`src/rtl/trap_ctrl_pkg.sv`:
```
// Shared widths, CSR addresses, cause codes, state encoding and mstatus helpers
// for the trap sequencer.
package trap_ctrl_pkg;

  localparam int unsigned RegBus     = 32;
  localparam int unsigned CsrAddrBus = 12;

  localparam logic [CsrAddrBus-1:0] CSR_MSTATUS = 12'h300;
  localparam logic [CsrAddrBus-1:0] CSR_MTVEC   = 12'h305;
  localparam logic [CsrAddrBus-1:0] CSR_MEPC    = 12'h341;
  localparam logic [CsrAddrBus-1:0] CSR_MCAUSE  = 12'h342;
  localparam logic [CsrAddrBus-1:0] CSR_MTVAL   = 12'h343;

  localparam logic [RegBus-1:0] CAUSE_EXT     = 32'h8000_000B;
  localparam logic [RegBus-1:0] CAUSE_SOFT    = 32'h8000_0003;
  localparam logic [RegBus-1:0] CAUSE_TIMER   = 32'h8000_0007;
  localparam logic [RegBus-1:0] CAUSE_ECALL   = 32'h0000_000B;
  localparam logic [RegBus-1:0] CAUSE_EBREAK  = 32'h0000_0003;
  localparam logic [RegBus-1:0] CAUSE_ILLEGAL = 32'h0000_0002;

  localparam int unsigned MIE_BIT  = 3;
  localparam int unsigned MPIE_BIT = 7;

  typedef enum logic [2:0] {
    S_IDLE     = 3'd0,
    S_W_MEPC   = 3'd1,
    S_W_MCAUSE = 3'd2,
    S_W_MTVAL  = 3'd3,
    S_W_MSTAT  = 3'd4,
    S_T_JUMP   = 3'd5,
    S_R_MSTAT  = 3'd6,
    S_R_JUMP   = 3'd7
  } state_e;

  // Trap entry: stash MIE into MPIE and disable interrupts.
  function automatic logic [RegBus-1:0] mstatus_enter(input logic [RegBus-1:0] v);
    logic [RegBus-1:0] r;
    r           = v;
    r[MPIE_BIT] = v[MIE_BIT];
    r[MIE_BIT]  = 1'b0;
    return r;
  endfunction

  // Trap return: restore MIE from MPIE and set MPIE.
  function automatic logic [RegBus-1:0] mstatus_return(input logic [RegBus-1:0] v);
    logic [RegBus-1:0] r;
    r           = v;
    r[MIE_BIT]  = v[MPIE_BIT];
    r[MPIE_BIT] = 1'b1;
    return r;
  endfunction

endpackage

```
`src/rtl/trap_ctrl_if.sv`:
```
// CSR register-file trap port: write channel from the sequencer plus the
// asynchronous read data for the currently addressed CSR.
interface trap_ctrl_if;
  import trap_ctrl_pkg::*;

  logic                  trap_csr_we_o;
  logic [CsrAddrBus-1:0] trap_csr_addr_o;
  logic [RegBus-1:0]     trap_csr_wdata_o;
  logic [RegBus-1:0]     trap_csr_rdata_i;

  modport master (
    output trap_csr_we_o,
    output trap_csr_addr_o,
    output trap_csr_wdata_o,
    input  trap_csr_rdata_i
  );

  modport slave (
    input  trap_csr_we_o,
    input  trap_csr_addr_o,
    input  trap_csr_wdata_o,
    output trap_csr_rdata_i
  );

endinterface

```
`src/rtl/trap_cause_enc.sv`:
```
// Combinational priority encoder: picks the winning trap source for the
// idex instruction and produces its mcause / mtval values.
module trap_cause_enc
  import trap_ctrl_pkg::*;
(
  input  logic              inst_valid,
  input  logic [RegBus-1:0] pc,
  input  logic [RegBus-1:0] inst,
  input  logic              ecall,
  input  logic              ebreak,
  input  logic              illegal,
  input  logic              mret,
  input  logic              ex_trap,
  input  logic              tcmp_trap,
  input  logic              soft_trap,
  input  logic              mstatus_mie,
  output logic              take,
  output logic              is_mret,
  output logic [RegBus-1:0] cause,
  output logic [RegBus-1:0] tval
);

  // Synchronous events outrank interrupts; interrupts need global MIE.
  always_comb begin
    take    = 1'b0;
    is_mret = 1'b0;
    cause   = '0;
    tval    = '0;
    if (inst_valid) begin
      if (ecall) begin
        take  = 1'b1;
        cause = CAUSE_ECALL;
      end else if (ebreak) begin
        take  = 1'b1;
        cause = CAUSE_EBREAK;
        tval  = pc;
      end else if (illegal) begin
        take  = 1'b1;
        cause = CAUSE_ILLEGAL;
        tval  = inst;
      end else if (mret) begin
        take    = 1'b1;
        is_mret = 1'b1;
      end else if (mstatus_mie) begin
        if (ex_trap) begin
          take  = 1'b1;
          cause = CAUSE_EXT;
        end else if (soft_trap) begin
          take  = 1'b1;
          cause = CAUSE_SOFT;
        end else if (tcmp_trap) begin
          take  = 1'b1;
          cause = CAUSE_TIMER;
        end
      end
    end
  end

endmodule

```
`src/rtl/trap_ctrl.sv`:
```
// Trap sequencer: on a taken trap, writes mepc/mcause/mtval/mstatus through
// the CSR trap port, then redirects the PC; mret restores mstatus and returns.
module trap_ctrl
  import trap_ctrl_pkg::*;
(
  input  logic              clk,
  input  logic              rst_n,
  input  logic              inst_valid_i,
  input  logic [RegBus-1:0] pc_i,
  input  logic [RegBus-1:0] inst_i,
  input  logic              ecall_i,
  input  logic              ebreak_i,
  input  logic              illegal_i,
  input  logic              mret_i,
  input  logic              ex_trap_i,
  input  logic              tcmp_trap_i,
  input  logic              soft_trap_i,
  input  logic              mstatus_mie_i,
  input  logic [RegBus-1:0] mepc_i,
  trap_ctrl_if.master       trap_csr,
  output logic              hold_o,
  output logic              jump_o,
  output logic [RegBus-1:0] jump_addr_o
);

  state_e            state_q;
  state_e            state_d;
  logic [RegBus-1:0] pc_q;
  logic [RegBus-1:0] cause_q;
  logic [RegBus-1:0] tval_q;

  logic              take;
  logic              is_mret;
  logic [RegBus-1:0] cause;
  logic [RegBus-1:0] tval;
  logic              accept;

  trap_cause_enc u_cause_enc (
    .inst_valid  (inst_valid_i),
    .pc          (pc_i),
    .inst        (inst_i),
    .ecall       (ecall_i),
    .ebreak      (ebreak_i),
    .illegal     (illegal_i),
    .mret        (mret_i),
    .ex_trap     (ex_trap_i),
    .tcmp_trap   (tcmp_trap_i),
    .soft_trap   (soft_trap_i),
    .mstatus_mie (mstatus_mie_i),
    .take        (take),
    .is_mret     (is_mret),
    .cause       (cause),
    .tval        (tval)
  );

  // Events are only sampled while idle; anything during a sequence is dropped.
  assign accept = (state_q == S_IDLE) && take;

  always_ff @(posedge clk or negedge rst_n) begin
    if (!rst_n) begin
      state_q <= S_IDLE;
      pc_q    <= '0;
      cause_q <= '0;
      tval_q  <= '0;
    end else begin
      state_q <= state_d;
      if (accept) begin
        pc_q    <= pc_i;
        cause_q <= cause;
        tval_q  <= tval;
      end
    end
  end

  always_comb begin
    state_d = state_q;
    unique case (state_q)
      S_IDLE:     if (take) state_d = is_mret ? S_R_MSTAT : S_W_MEPC;
      S_W_MEPC:   state_d = S_W_MCAUSE;
      S_W_MCAUSE: state_d = S_W_MTVAL;
      S_W_MTVAL:  state_d = S_W_MSTAT;
      S_W_MSTAT:  state_d = S_T_JUMP;
      S_T_JUMP:   state_d = S_IDLE;
      S_R_MSTAT:  state_d = S_R_JUMP;
      S_R_JUMP:   state_d = S_IDLE;
      default:    state_d = S_IDLE;
    endcase
  end

  // CSR channel and redirect decode; only the mstatus RMW data follows rdata.
  always_comb begin
    trap_csr.trap_csr_we_o    = 1'b0;
    trap_csr.trap_csr_addr_o  = '0;
    trap_csr.trap_csr_wdata_o = '0;
    jump_o                    = 1'b0;
    jump_addr_o               = '0;
    hold_o                    = (state_q != S_IDLE) || take;
    unique case (state_q)
      S_W_MEPC: begin
        trap_csr.trap_csr_we_o    = 1'b1;
        trap_csr.trap_csr_addr_o  = CSR_MEPC;
        trap_csr.trap_csr_wdata_o = pc_q;
      end
      S_W_MCAUSE: begin
        trap_csr.trap_csr_we_o    = 1'b1;
        trap_csr.trap_csr_addr_o  = CSR_MCAUSE;
        trap_csr.trap_csr_wdata_o = cause_q;
      end
      S_W_MTVAL: begin
        trap_csr.trap_csr_we_o    = 1'b1;
        trap_csr.trap_csr_addr_o  = CSR_MTVAL;
        trap_csr.trap_csr_wdata_o = tval_q;
      end
      S_W_MSTAT: begin
        trap_csr.trap_csr_we_o    = 1'b1;
        trap_csr.trap_csr_addr_o  = CSR_MSTATUS;
        trap_csr.trap_csr_wdata_o = mstatus_enter(trap_csr.trap_csr_rdata_i);
      end
      S_T_JUMP: begin
        trap_csr.trap_csr_addr_o  = CSR_MTVEC;
        jump_o                    = 1'b1;
        jump_addr_o               = trap_csr.trap_csr_rdata_i & ~32'h3;
      end
      S_R_MSTAT: begin
        trap_csr.trap_csr_we_o    = 1'b1;
        trap_csr.trap_csr_addr_o  = CSR_MSTATUS;
        trap_csr.trap_csr_wdata_o = mstatus_return(trap_csr.trap_csr_rdata_i);
      end
      S_R_JUMP: begin
        jump_o                    = 1'b1;
        jump_addr_o               = mepc_i;
      end
      default: ;
    endcase
  end

endmodule

```
`src/flat_wrapper.sv`:
```
// flat-port wrapper written by rule: the top's interface ports become plain ports
module trap_ctrl_flat import trap_ctrl_pkg::*;
  (clk, rst_n, inst_valid_i, pc_i, inst_i, ecall_i, ebreak_i, illegal_i, mret_i, ex_trap_i, tcmp_trap_i, soft_trap_i, mstatus_mie_i, mepc_i, hold_o, jump_o, jump_addr_o, trap_csr_trap_csr_we_o, trap_csr_trap_csr_addr_o, trap_csr_trap_csr_wdata_o, trap_csr_trap_csr_rdata_i);
  trap_ctrl_if trap_csr_i ();
  input  logic clk;
  input  logic rst_n;
  input  logic inst_valid_i;
  input  logic [RegBus-1:0] pc_i;
  input  logic [RegBus-1:0] inst_i;
  input  logic ecall_i;
  input  logic ebreak_i;
  input  logic illegal_i;
  input  logic mret_i;
  input  logic ex_trap_i;
  input  logic tcmp_trap_i;
  input  logic soft_trap_i;
  input  logic mstatus_mie_i;
  input  logic [RegBus-1:0] mepc_i;
  output logic hold_o;
  output logic jump_o;
  output logic [RegBus-1:0] jump_addr_o;
  output wire logic [$bits(trap_csr_i.trap_csr_we_o)-1:0] trap_csr_trap_csr_we_o;
  output wire logic [$bits(trap_csr_i.trap_csr_addr_o)-1:0] trap_csr_trap_csr_addr_o;
  output wire logic [$bits(trap_csr_i.trap_csr_wdata_o)-1:0] trap_csr_trap_csr_wdata_o;
  input wire logic [$bits(trap_csr_i.trap_csr_rdata_i)-1:0] trap_csr_trap_csr_rdata_i;
  assign trap_csr_trap_csr_we_o = trap_csr_i.trap_csr_we_o;
  assign trap_csr_trap_csr_addr_o = trap_csr_i.trap_csr_addr_o;
  assign trap_csr_trap_csr_wdata_o = trap_csr_i.trap_csr_wdata_o;
  assign trap_csr_i.trap_csr_rdata_i = trap_csr_trap_csr_rdata_i;
  trap_ctrl u_core (.clk(clk), .rst_n(rst_n), .inst_valid_i(inst_valid_i), .pc_i(pc_i), .inst_i(inst_i), .ecall_i(ecall_i), .ebreak_i(ebreak_i), .illegal_i(illegal_i), .mret_i(mret_i), .ex_trap_i(ex_trap_i), .tcmp_trap_i(tcmp_trap_i), .soft_trap_i(soft_trap_i), .mstatus_mie_i(mstatus_mie_i), .mepc_i(mepc_i), .trap_csr(trap_csr_i), .hold_o(hold_o), .jump_o(jump_o), .jump_addr_o(jump_addr_o));
endmodule
```
`config.mk`:
```
export PLATFORM = sky130hd
export DESIGN_NAME = trap_ctrl_flat
export DESIGN_NICKNAME = d
export VERILOG_FILES = /design/src/rtl/trap_ctrl_pkg.sv /design/src/rtl/trap_ctrl_if.sv /design/src/rtl/trap_cause_enc.sv /design/src/rtl/trap_ctrl.sv /design/src/flat_wrapper.sv
export SDC_FILE = /design/constraint.sdc
export NUM_CORES = 1
export LEC_CHECK = 0
export CAP_MARGIN = 5
export CELL_PAD_IN_SITES_DETAIL_PLACEMENT = 0
export CELL_PAD_IN_SITES_GLOBAL_PLACEMENT = 2
export CORE_ASPECT_RATIO = 0.6
export CORE_MARGIN = 5
export CORE_UTILIZATION = 29
export DETAILED_ROUTE_END_ITERATION = 8
export GPL_ROUTABILITY_DRIVEN = 0
export PLACE_DENSITY_LB_ADDON = 0.1
export SETUP_SLACK_MARGIN = 0.05
export SLEW_MARGIN = 20
export SYNTH_ARGS = -nofsm -noshare
export SYNTH_HDL_FRONTEND = slang
export SYNTH_HIERARCHICAL = 1
export SYNTH_SLANG_ARGS = --single-unit
```
`constraint.sdc`:
```
create_clock -name clk -period 1.9 [get_ports clk]
set_clock_uncertainty 0.05 [all_clocks]
set_input_delay 0.475 -clock clk [delete_from_list [all_inputs] [get_ports clk]]
set_output_delay 0.475 -clock clk [all_outputs]
set_load 0.01 [all_outputs]
```
# Word level (Yosys, flattened, before mapping)
# Index checks and enable logic that the tools add are counted.
# totals
regBits	99
out_inout_bits	79
elab_cells	54
# classes
eq_ne	8
n_mux	35
reduce_logical	7
# op_table
operator	count
32-bit two-way mux	13
32-bit one-hot mux with 5 select lines	1
32-bit one-hot mux with 2 select lines	1
10-bit one-hot mux with 5 select lines	1
3-bit one-hot mux with 7 select lines	1
1-bit two-way mux	16
3-bit equality test (second input constant)	4
3-bit by 2-bit equality test with 1-bit output (second input constant)	2
3-bit two-way mux	2
5-bit OR reduction	1
2-bit OR reduction	2
3-bit by 1-bit equality test with 1-bit output (second input constant)	1
3-bit logical NOT	1
3-bit nonzero test	1
2-bit by 1-bit != test with 1-bit output (second input constant)	1
1-bit logical AND	1
1-bit logical OR	1

# Logic depth before layout (Yosys ltp)
# depth
word_depth	11
mapped_depth	9
ltp_nobuf	4

# By module
# Netlist, hierarchy kept.
# by_module_without_submodules
module	instances	cells_per_inst	area_each_um2
trap_ctrl	1	425	5367.6
trap_cause_enc	1	160	982.2

# Least setup slack after synthesis
# OpenSTA, ideal clock, no wires.
# synth_path
kind	input port to flip-flop
from	input port ebreak_i
to	register u_core.pc_q[0]
setup_time_ns	0.125
arrival_ns	1.947
slack_ns	-0.223
path_stages	9
path_cell_list	buf_6 > buf_6 > o41ai_2 > o21ai_1 > and2_4 > buf_6 > buf_12 > buf_12 > mux2_4
# synth_between
elab_chain_len	4
# synth_lines
element	line_no	text
start, declared	flat_wrapper.sv:11	input logic ebreak_i;
1-bit two-way mux	trap_cause_enc.sv:33	end else if (ebreak) begin
1-bit two-way mux	trap_cause_enc.sv:30	if (ecall) begin
1-bit two-way mux	trap_cause_enc.sv:29	if (inst_valid) begin
net u_core.take	trap_ctrl.sv:32	logic take;
1-bit logical AND	trap_ctrl.sv:57	assign accept = (state_q == S_IDLE) && take;
end signal, assigned	trap_ctrl.sv:68	pc_q <= pc_i;
end, declared	trap_ctrl.sv:28	logic [RegBus-1:0] pc_q;
# The timed path passes the listed nets, and every way through them passes these cells.
# A chain may end at the register's enable or synchronous reset.

# Worst setup path after layout
# layout_path
from	register u_core.state_q[1]
to	output port trap_csr_trap_csr_wdata_o[18]
# layout_between
elab_chain_len	2
elab_cells_between_ends	6
cone_classes	5 x eq/ne; 1 x mux
# layout_lines
element	line_no	text
start, declared	trap_ctrl.sv:26	state_e state_q;
start signal, assigned	trap_ctrl.sv:66	state_q <= state_d;
3-bit equality test, or another cell as far along	trap_ctrl.sv:98	unique case (state_q)
32-bit one-hot mux with 5 select lines (*)	trap_ctrl.sv:98	
end, declared	flat_wrapper.sv:24	output wire logic [$bits(trap_csr_i.trap_csr_wdata_o)-1:0] trap_csr_trap_csr_wdata_o;
# Every way passes the cells marked *; elsewhere a longest branch is shown, timed or not.

==> flow_summary.toml <==
[hold_path]
hp-class = "reg2reg"

[place]
dp_slack_ns = -0.621
dp_hpwl_um = 16700
place_inst = 1092
portBuffers = 211

[logic_synthesis]
yosys_most_used_dff = "dfrtp_1"
syn_avg_cell_area_um2 = 10.9
synth_edf_count = 0
ys_warn_count = 6
synth_cells = 585
yosysUniqueCellTypes = 37
ys_async_sr_fraction_pct = 100
syn_area_um2 = 6350
ys_seq_area_share_pct = 39.0
synth-seq-cells = 99

[routing]
drt_iter0_markers = 352
drc = 0
wl_um = 24400
ant_nets = 0
avgViaCountPerCell = 4.85
wl_per_cell_um = 20.8
vias = 5677
drt_pass1_iterations = 4

[flow_run]
max-cap-violations = 0

[final_layout]
num-fill-cells = 1857
antenna_cells = 0
instances_no_fill = 1170
synthToLayoutAreaGrowth_pct = 70.2
drive_gt1_share_pct = 44.8
nets = 1025

[outcome]
status = "complete, but fails checks"
violations = "negative setup slack"

[floorplanning]
num_rows = 41
start_util_pct = 29.8
die_height_um = 125
core_um2 = 21300
die_w_um = 201
io_pins = 218
dieArea_um2 = 25100

[timing]
slew-limit-headroom_pct = 56.5
rsz0062_at_grt = "yes"
worstMarginPinSlew_ns = 0.653
setup_viol = 168
min_period_ns = 2.29
timing.hold.ws_ns = 0.463
drv_slew = 0
fin_ws_ns = -0.392
fin_crit_sh_pct = 121
fin_tns_setup_ns = -37.56
timing.fmax_mhz = 436
finalHoldViolCount = 0

[pwr]
p_leak_uw = 0.00476
total_power_uw = 16800
power_density_nw_per_um2 = 1550
ir_worst_vdd_v = 0.000648

[worst_setup_path]
startpoint_type = "flip-flop"
cp_slowest_cell = "dfrtp_4"
cp_max_fo = 8
arrival_ns = 1.77
crit_path_frequent_cell = "buf_12"
end_kind = "output port"
crit_path_cell_trace = "buf_12 > buf_12 > mux2i_1 > buf_4 > o21ai_2 > buf_2"
slowest_delay_ns = 0.57
worstSetupPathType = "reg2out"
cp.required_ns = 1.37

[global_route]
track_usage_pct = 19.0
grt_max_degree = 71
antenna_found_initial = 0
globalRouteOverflowTotal = 0
grt_pass1_wl_um = 37200
grt_pass1_vias = 5914

[clock_network]
cts_sinks = 99
cts_tree = "built"
clk_latency_ns = 0.35
clkTransAtPathRegs_ns = 0.07
root_buffer = "clkbuf_16"
cts_max_level = 3
clockBufferDepth = 2
cts_buffers = 9
-- cell families after synthesis --
group | Yosys count | share of synthesized area (%)
and+or+nand+nor | 126 | 10.8
AOI/OAI and AO/OA | 108 | 10.8
buffers and inverters | 92 | 10.1
DFF | 99 | 39.0
other | 2 | 0.118
muxes | 158 | 29.2
-- metrics by stage --
| step | util, % | area, um^2 |
|---|---|---|
| floorplan | - | 6470 |
| global placement | 42.5 | 9040 |
| detailed placement | 42.5 | 9040 |
| CTS | 49.6 | 10600 |
| global route | 50.8 | 10800 |
| finish | 50.8 | 10800 |
-- flip-flops by register name (all words and copies together) (netlist names) --
name            count
u_core/tval_q      32
u_core/pc_q        32
u_core/cause_q     32
u_core/state_q      3
-- cell type report --
cell class	instances	area [um^2]	share of cell area [%]
Clock inverter	6	65.1	0.602
Sequential cell	99	2480	23.0
Clock buffer	10	229	2.12
Tap cell	279	349	3.23
Multi-Input combinational cell	425	4070	37.7
Inverter	3	18.8	0.174
Timing Repair Buffer	348	3590	33.2
-- where the power goes --
| part | total [uW] | internal, uW | switching (uW) | leakage, uW |
|---|---|---|---|---|
| Clock | 1840 | 932 | 906 | 0.000144 |
| Combinational | 11000 | 6320 | 4650 | 0.00338 |
| Sequential | 3960 | 3120 | 837 | 0.00123 |
-- cell usage in the layout (no fill, tap or decap), types with 2 or more instances in the layout --
master | synthesis | final
a21oi_1 | 35 | 34
a32oi_1 | 30 | 9
a32oi_2 | 0 | 16
a32oi_4 | 0 | 5
and3_4 | 0 | 2
buf_12 | 5 | 28
buf_16 | 0 | 12
buf_2 | 17 | 67
buf_4 | 42 | 61
buf_6 | 5 | 32
buf_8 | 0 | 8
clkbuf_16 | 0 | 11
clkdlybuf4s50_1 | 0 | 131
conb_1 | 2 | 33
dfrtp_1 | 99 | 96
dfrtp_2 | 0 | 2
dlygate4sd2_1 | 0 | 4
inv_6 | 0 | 3
inv_8 | 0 | 2
mux2_4 | 40 | 96
mux2i_1 | 62 | 42
mux2i_2 | 0 | 10
mux2i_4 | 0 | 10
nand2_1 | 36 | 34
nand2b_1 | 5 | 4
nand2b_4 | 1 | 2
nand3_2 | 0 | 2
nand3b_1 | 34 | 34
nor2_1 | 36 | 31
nor2_4 | 0 | 4
nor4_1 | 2 | 2
o21ai_0 | 32 | 3
o21ai_1 | 3 | 23
o21ai_2 | 0 | 9
o31ai_1 | 2 | 2
-- critical path: cells and delay by family, from the launching register on --
family | cells | cell delay, ns
buffers and inverters | 4 | 0.62
multiplexers | 1 | 0.12
flip-flops | 1 | 0.57
AO/OA/AOI/OAI | 1 | 0.10
-- Yosys cell counts, drive strengths merged (2+ instances only) --
master	count	area, um^2
conb	2	7.51
o21ai	35	175
and3	3	18.8
nor3	2	21.3
o31ai	2	15.0
inv	3	11.3
buf	69	557
a21oi	35	175
clkbuf	20	75.1
mux2i	62	621
a32oi	30	263
nor2	36	135
nand2b	6	45.0
nor4	3	25.0
nand2	36	135
dfrtp	99	2480
mux2	96	1230
nand3	2	10.0
nand3b	34	255
-- metal layers --
| metal | part of all wire, % | vias to the layer above | track usage [%] |
|---|---|---|---|
| met3 | 5.3 | 10 | 4.16 |
| met1 | 52 | 2853 | 29.4 |
| li1 | - | 2663 | - |
| met2 | 42 | 151 | 27.5 |
| met4 | 0.65 | 0 | 2.67 |
| met5 | 0 | - | 0 |
-- final timing paths --
check / from / end / slack [ns] / cells past startpoint
min in group asynchronous: rst_n / u_core/cause_q[19] / 0.53 / 2
worst min-delay path: u_core/pc_q[31] / u_core/pc_q[31] / 0.46 / 1
worst max-delay path: u_core/state_q[1] / trap_csr_trap_csr_wdata_o[18] / -0.39 / 6
max in group asynchronous: rst_n / u_core/pc_q[12] / 0.70 / 3
worst min register to register: u_core/pc_q[31] / u_core/pc_q[31] / 0.46 / 1
worst max register to register: u_core/state_q[1] / u_core/tval_q[5] / -0.21 / 8
-- repair_timing --
| item | 4_1_cts | 5_1_grt |
|---|---|---|
| pin swaps | 15 | 17 |
| hold buffers | 1 | 0 |
| hold endpoints to repair | 8 | 0 |
| cloned | 13 | 2 |
| gates resized for setup | 521 | 52 |
| setup endpoints to repair | 169 | 169 |
| setup buffers | 47 | 11 |
(Power assumes the default switching activity.)
